File: config.mk
export PLATFORM = sky130hd
export DESIGN_NAME = bandit_arbiter
export DESIGN_NICKNAME = d
export VERILOG_FILES = /design/src/rtl/bandit_arbiter.sv
export SDC_FILE = /design/constraint.sdc
export NUM_CORES = 1
export LEC_CHECK = 0
export CAP_MARGIN = 20
export CORE_ASPECT_RATIO = 1.5
export CORE_MARGIN = 1
export CORE_UTILIZATION = 39
export DETAILED_ROUTE_END_ITERATION = 10
export PLACE_DENSITY = 0.79
export SYNTH_ARGS = -nofsm -noshare
export SYNTH_HDL_FRONTEND = slang
export SYNTH_SLANG_ARGS = --single-unit
File: constraint.sdc
create_clock -name clock -period 2.03 [get_ports clock]
set_input_delay 0.203 -clock clock [delete_from_list [all_inputs] [get_ports clock]]
set_output_delay 0.203 -clock clock [all_outputs]
set_load 0.01 [all_outputs]
File: src/rtl/bandit_arbiter.sv
// Round-robin arbiter that shares one bandit agent's action/reward streams among
// several environment clients, injecting a penalty reward when a client stalls.
module bandit_arbiter #(
  parameter int         CLIENTS = 4,
  parameter int         TIMEOUT = 1000,
  parameter logic [7:0] PENALTY = 8'h80
) (
  input  logic                   clock,
  input  logic                   reset,
  input  logic [CLIENTS-1:0]     request,
  output logic [CLIENTS-1:0]     grant,
  input  logic                   agent_action_valid,
  input  logic [7:0]             agent_action_data,
  output logic                   agent_action_ready,
  output logic                   agent_reward_valid,
  output logic [7:0]             agent_reward_data,
  input  logic                   agent_reward_ready,
  output logic [CLIENTS-1:0]     client_action_valid,
  output logic [7:0]             client_action_data,
  input  logic [CLIENTS-1:0]     client_action_ready,
  input  logic [CLIENTS-1:0]     client_reward_valid,
  input  logic [8*CLIENTS-1:0]   client_reward_data,
  output logic [CLIENTS-1:0]     client_reward_ready,
  output logic [7:0]             timeout_count
);

  localparam int PW = (CLIENTS > 1) ? $clog2(CLIENTS) : 1;

  typedef enum logic [1:0] {
    ST_IDLE     = 2'd0,
    ST_ACTION   = 2'd1,
    ST_REWARD   = 2'd2,
    ST_PENALIZE = 2'd3
  } state_t;

  state_t              state_q, state_d;
  logic [CLIENTS-1:0]  grant_q, grant_d;
  logic [PW-1:0]       gidx_q, gidx_d;
  logic [PW-1:0]       ptr_q, ptr_d;
  logic [15:0]         timer_q, timer_d;
  logic [7:0]          tcount_q, tcount_d;

  logic [PW-1:0]       win_s;
  logic [PW-1:0]       nxt_ptr_s;
  logic                found_s;
  logic                rvld_s;

  assign grant         = grant_q;
  assign timeout_count = tcount_q;

  // Round-robin search: scanning downward in priority order lets the
  // lowest offset from ptr overwrite any earlier candidate.
  always_comb begin
    int            sum;
    logic [PW-1:0] cand;
    win_s   = '0;
    found_s = 1'b0;
    sum     = 0;
    cand    = '0;
    for (int k = CLIENTS - 1; k >= 0; k--) begin
      sum     = int'(ptr_q) + k;
      cand    = (sum >= CLIENTS) ? PW'(sum - CLIENTS) : PW'(sum);
      win_s   = request[cand] ? cand : win_s;
      found_s = found_s | request[cand];
    end
    nxt_ptr_s = (win_s == PW'(CLIENTS - 1)) ? '0 : win_s + 1'b1;
  end

  // Next-state logic and combinational stream steering for the granted client.
  always_comb begin
    state_d  = state_q;
    grant_d  = grant_q;
    gidx_d   = gidx_q;
    ptr_d    = ptr_q;
    timer_d  = timer_q;
    tcount_d = tcount_q;

    agent_action_ready  = 1'b0;
    agent_reward_valid  = 1'b0;
    agent_reward_data   = 8'h00;
    client_action_valid = '0;
    client_action_data  = 8'h00;
    client_reward_ready = '0;

    rvld_s = client_reward_valid[gidx_q];

    case (state_q)
      ST_IDLE: begin
        if (found_s) begin
          state_d = ST_ACTION;
          grant_d = {{(CLIENTS-1){1'b0}}, 1'b1} << win_s;
          gidx_d  = win_s;
          ptr_d   = nxt_ptr_s;
        end else begin
          state_d = ST_IDLE;
        end
      end
      ST_ACTION: begin
        client_action_valid[gidx_q] = agent_action_valid;
        agent_action_ready          = client_action_ready[gidx_q];
        client_action_data          = agent_action_data;
        if (agent_action_valid && client_action_ready[gidx_q]) begin
          state_d = ST_REWARD;
          timer_d = 16'd0;
        end else begin
          state_d = ST_ACTION;
        end
      end
      ST_REWARD: begin
        agent_reward_valid          = rvld_s;
        agent_reward_data           = client_reward_data[{gidx_q, 3'b000} +: 8];
        client_reward_ready[gidx_q] = agent_reward_ready;
        // A reward arriving on the expiry cycle takes priority over the penalty.
        if (rvld_s && agent_reward_ready) begin
          state_d = ST_IDLE;
          grant_d = '0;
        end else if (!rvld_s && (timer_q == 16'(TIMEOUT - 1))) begin
          state_d = ST_PENALIZE;
        end else if (!rvld_s) begin
          timer_d = timer_q + 16'd1;
        end else begin
          timer_d = timer_q;
        end
      end
      ST_PENALIZE: begin
        agent_reward_valid = 1'b1;
        agent_reward_data  = PENALTY;
        if (agent_reward_ready) begin
          state_d  = ST_IDLE;
          grant_d  = '0;
          tcount_d = (tcount_q == 8'hFF) ? tcount_q : tcount_q + 8'd1;
        end else begin
          state_d = ST_PENALIZE;
        end
      end
      default: begin
        state_d = ST_IDLE;
        grant_d = '0;
      end
    endcase
  end

  // State, grant, pointer, timer and penalty counter registers.
  always_ff @(posedge clock or posedge reset) begin
    if (reset) begin
      state_q  <= ST_IDLE;
      grant_q  <= '0;
      gidx_q   <= '0;
      ptr_q    <= '0;
      timer_q  <= 16'd0;
      tcount_q <= 8'd0;
    end else begin
      state_q  <= state_d;
      grant_q  <= grant_d;
      gidx_q   <= gidx_d;
      ptr_q    <= ptr_d;
      timer_q  <= timer_d;
      tcount_q <= tcount_d;
    end
  end

endmodule

# Yosys cells after proc, flatten, opt, wreduce, memory -nomap -nowiden
# Index checks and enable logic that the tools add are counted.
# W data, S select, Z words.
[word_totals]
reg_bits = 34
ramBits = 0
mem_count = 0
word_cells = 104
output_inout_bits = 38
input_bits = 56
romBits = 0
latch_bits = 0
[classes]
shift = 2
n_div = 0
eq_ne = 14
order_cmp = 10
muxes = 44
n_bitwise = 6
n_reduce_logical = 12
add_sub_neg = 10
n_mul = 0
[ops]
columns = ["op", "count"]
rows = [
  ["$mux W16", 4],
  ["$pmux W16 S2", 1],
  ["$shiftx A32 B6 Y8", 1],
  ["$mux W2", 13],
  ["$mux W4", 5],
  ["$add A16 B1 Y16 const B", 1],
  ["$eq A16 B10 Y1 const B", 1],
  ["$pmux W8 S2", 1],
  ["$lt A2 B3 Y1 const B", 5],
  ["$ne A2 B2 Y1 const B", 7],
  ["$bmux W1 S2", 6],
  ["$pmux W4 S3", 1],
  ["$ge A3 B3 Y1 const B", 3],
  ["$mux W1", 9],
  ["$add A8 B1 Y8 const B", 1],
  ["$and A4 B4 Y4", 2],
  ["$eq A8 B8 Y1 const B", 1],
  ["$mux W8", 1],
  ["$pmux W2 S4", 1],
  ["$sub A2 B1 Y2 const B", 4],
  ["$add A2 B2 Y3 const B", 2],
  ["$eq A2 B2 Y1 const B", 3],
  ["$reduce_and A5 Y1", 1],
  ["$logic_and A1 B1 Y1", 4],
  ["18 further kinds", 20],
]

# Longest topological paths before layout
[depth]
depth_word = 12
mapped_depth = 7

# Worst setup path after synthesis
# Ideal clock, no wire load.
[synth_timing]
path_type = "register -> register"
startpoint = "register gidx_q[1]"
endpoint = "register timer_q[5]"
path_stages_with_launch = 7
setup_time_ns = 0.140
n_path_buf = 1
t_arrival_ns = 1.823
setup_slack_ns = 0.067
cell_sequence = "dfrtp_1 -> clkbuf_1 -> mux2_2 -> o22ai_4 -> nand2_2 -> o311ai_0 -> o41ai_1"
[synth_between]
elab_chain_cells = 6
elab_cells_between_ends = 13
classes_between = "eq/ne: 4; mux: 4; reduce/logical: 5"
[synth_lines]
columns = ["element", "line_no", "source"]
rows = [
  ["start, declared", "38", "logic [PW-1:0] gidx_q, gidx_d;"],
  ["start signal, assigned", "155", "gidx_q <= gidx_d;"],
  ["$bmux W1 S2", "85", "rvld_s = client_reward_valid[gidx_q];"],
  ["$mux W1 (not written as such)", "85", ""],
  ["$logic_not A1 Y1", "-", ""],
  ["$logic_and A1 B1 Y1", "117", "end else if (!rvld_s && (timer_q == 16'(TIMEOUT - 1))) begin"],
  ["$ne A2 B2 Y1 (no line)", "-", ""],
  ["$reduce_and A5 Y1 (no line) *", "-", ""],
  ["end signal, assigned", "157", "timer_q <= timer_d;"],
  ["end, declared", "40", "logic [15:0] timer_q, timer_d;"],
]
# Mark *: on every way between the ends. The rest lies on a longest branch, timed or not. The select of a mux whose other input is x is not followed.
# A chain may end at the register's enable or synchronous reset.

# Final worst setup path
[layout_timing]
startpoint = "register timer_q[3]"
endpoint = "register state_q[0]"
[layout_between]
elab_chain_cells = 3
[layout_lines]
columns = ["element", "line_no", "source"]
rows = [
  ["$eq A16 B10 Y1", "117", ""],
  ["$logic_and A1 B1 Y1", "117", ""],
  ["$ne A3 B3 Y1 (no line)", "-", ""],
  ["end signal, assigned", "153", "state_q <= state_d;"],
  ["end, declared", "36", "state_t state_q, state_d;"],
]
# No other way between the ends.

==> metrics.md <==
| Metric | Value |
|---|---|
| Status | `complete, but fails checks` |
| Placed Area | `3410 um^2` |
| Drt total wl | `roughly 6300 um` |
| Syn nets | `297` |
| EDFF count, synth | `0` |
| Initial antenna violation count | `0` |
| Critical path origin | `timer_q[3]` |
| Clock tree buffer depth | `2` |
| Mapped Avg Cell Area | `around 9.6 um^2` |
| Vias per Instance | `5.131` |
| Mapped cell area | `2248 um^2` |
| Fmax achieved | `slightly below 500 MHz` |
| Routed Antenna Nets | `0` |
| CP Class | `reg -> reg` |
| First-pass GRT wire length | `between 10000 and 15000 um` |
| Area leader, netlist | `dfrtp_1` |
| Synth top area share | `0.3784` |
| Port Buffers | `between 90 and 100` |
| Max-Cap Viols | `0` |
| Distinct cells, synth | `43` |
| Final worst slack | `-0.004356 ns` |
| Synth top area cells | `dfrtp_1, mux4_2, nor2_1` |
| Seq cells post-synth | `34` |
| RR Startpoint | `timer_q[3]` |
| Maximum fanout along the worst path | `9` |
| Gr usage total | `0.2187` |
| Clock skew | `approximately 0.0061 ns` |
| Non-Filler Instances | `426` |
| Crit path required time | `2.26 ns` |
| Worst skew pair latency | `around 0.29 ns` |
| CTS Buf Count | `5` |
| P_leak | `1.593 nW` |
| Std-Cell Rows | `33` |
| Avg WL per Cell | `around 15 um` |
| Sequential fraction of the synthesis area | `0.3784` |
| Worst Path Arrival | `around 2.3 ns` |
| Tmin final | `a little over 2 ns` |
| Vias | `between 2000 and 2500` |
| DRC violations left | `0` |
| Dominant synthesized flop cell | `dfrtp_1` |
| Die ar. | `about 6000 um^2` |
| Yosys warns | `0` |
| Failing checks | `setup timing` |
| Worst slew margin | `0.7221` |
| I/O Pins | `94` |
| Unrepaired setup endpoints after global routing | `yes` |
| Buf/Inv on CP | `1` |
| Layout cell share with drive strength beyond 1 | `0.2163` |
| CP Depth | `5` |
| HPWL Detailed | `around 4900 um` |
| Clock Sink Count | `34` |
| Pwr dens | `between 900 and 1000 nW/um^2` |
| Starting Density | `0.4094` |
| Setup violations, final | `1` |
| Core region area | `~5500 um^2` |
| Die H | `95.00 um` |
| Final core utilization | `0.6548` |
| Routability cong. | `between 0.8 and 0.9` |
| Worst Hold Class | `in -> async` |
| Least-Margin Pin Slew | `between 0.4 and 0.5 ns` |
| TritonRoute pass-1 iters | `4` |
| Commonest non-fill, non-tap cell in the layout | `clkdlybuf4s50_1` |
| Async set-or-reset flop fraction in the synthesized netlist | `1.000` |
| Most frequent cells in the layout | `clkdlybuf4s50_1, dfrtp_1, buf_4` |
| Synth-to-layout area growth | `59.93%` |
| Pins Over Slew Limit | `0` |
| CP top delay family | `simple AND/OR/NAND/NOR gates` |
| Peak VDD IR | `0.6513 mV` |
| Cells on worst reg2reg path | `5` |
| Mapped Cells | `~240` |
| Final period util | `1.002` |
| ANT cells | `0` |
| Root Driver | `clkbuf_8` |
| Global route total overflow | `0` |
| Worst path cell trace | `or4_4 > or4_4 > buf_4 > nor3_2 > o22a_1` |
| Final instance area | `3596 um^2` |
| Hold Fails Final Rpt | `0` |
| Worst Setup End Kind | `flip-flop` |
| DRC marker count from the first detailed-route iteration | `66` |
| CTS tree | `yes` |
| H-Tree Depth | `2` |
| Clk pin slew, worst setup/hold paths | `0.07 ns` |
| Placed cell count | `412` |
| Die Width | `64.00 um` |
| Slowest stage cell, crit path | `or4_4` |
| Total negative slack | `-0.004356 ns` |
| Most used cell along the critical path | `or4_4` |
| Crit-path max cell delay | `between 0.5 and 0.6 ns` |
| NumNets Final | `417` |
| Vias in the first global route | `~2200` |
| Type of origin of the critical path | `flip-flop` |
| Largest net degree at the start of global routing | `35` |
[worst register-to-register path, delay by kind of cell, from the launching register on]
kind | cells | cell delay (ns)
flops | 1 | 0.38
simple gates | 3 | 1.27
buf+inv | 1 | 0.18
compound gates | 1 | 0.15
[logic make-up after synthesis]
logic type                 count (synthesis)  synth area share
xor gates and xnor gates                  15           0.05843
and+or+nand+nor                          115            0.2721
adders and majority gates                  6           0.03339
muxes                                     14            0.1196
buffers and inverters                     20           0.04062
DFF                                       34            0.3784
AOI/OAI and AO/OA                         31           0.09739
[cells in the mapped netlist (all sizes together) (7+ instances only)]
| library cell | count |
|---|---|
| dfrtp | 34 |
| nor2 | 23 |
| nand2 | 19 |
| nand3 | 19 |
| mux4 | 10 |
| o21ai | 10 |
| and2 | 9 |
| inv | 9 |
| nor2b | 8 |
| nor3 | 8 |
| xor2 | 8 |
| nand4 | 7 |
| xnor2 | 7 |
[path summary, 6_finish.rpt]
| check | endpoint | slack [ns] |
|---|---|---|
| worst max register to register | state_q[0] | -0.004 |
| worst min-delay path | timer_q[10] | 0.29 |
| min in group clock | grant[3] | 0.52 |
| worst max-delay path | state_q[0] | -0.004 |
| worst min register to register | grant[3] | 0.52 |
| max in group asynchronous | state_q[1] | 1.41 |
[registers in the layout, indices dropped and copies added, names as in the netlist]
signal         flops
timeout_count      8
timer_q           16
ptr_q              2
state_q            2
grant              4
gidx_q             2
[report_power, final]
group | total (mW) | switching [mW] | internal [mW] | leakage (nW)
registers | 1.00 | 0.173 | 0.827 | 0.450
clock network | 0.526 | 0.253 | 0.272 | 0.0472
logic | 1.89 | 0.821 | 1.07 | 1.10
total | 3.41 | 1.25 | 2.17 | 1.59
[cell type report]
class	count	area, um^2
Fill cell	440	1896
Tap cell	70	87.58
Clock buffer	6	82.58
Sequential cell	34	855.8
Inverter	9	33.78
Clock inverter	2	12.51
Multi-Input combinational cell	181	1345
Timing Repair Buffer	124	1179
[metrics by stage]
step | power (mW) | setup WS (ns) | hold slack (ns)
3_3_place_gp | 2.738 | -0.007363 | 0.4957
6_report | 3.414 | -0.004356 | 0.2908
3_5_place_dp | 2.779 | -0.004360 | 0.4900
5_1_grt | 3.674 | -0.05953 | 0.3619
4_1_cts | 3.370 | -0.03218 | 0.3033
2_1_floorplan | 1.934 | 0.06715 | 0.3446
[timing repair]
item | in CTS | in global routing
buffers inserted | 4 | 2
pin swaps | 1 | 1
resized for setup | 27 | 27
hold buffers | 0 | 0
setup endpoints to repair | 23 | 33
[per-layer routing]
metal | vias to the layer above | global-route usage | routed length [um]
li1 | 1084 | - | -
met1 | 1054 | 0.2564 | 2617
met2 | 41 | 0.3874 | 3476
met3 | 7 | 0.02899 | 155
met4 | 0 | 0.1080 | 80
met5 | - | 0 | 0
Power figures use the tool's default switching activity.
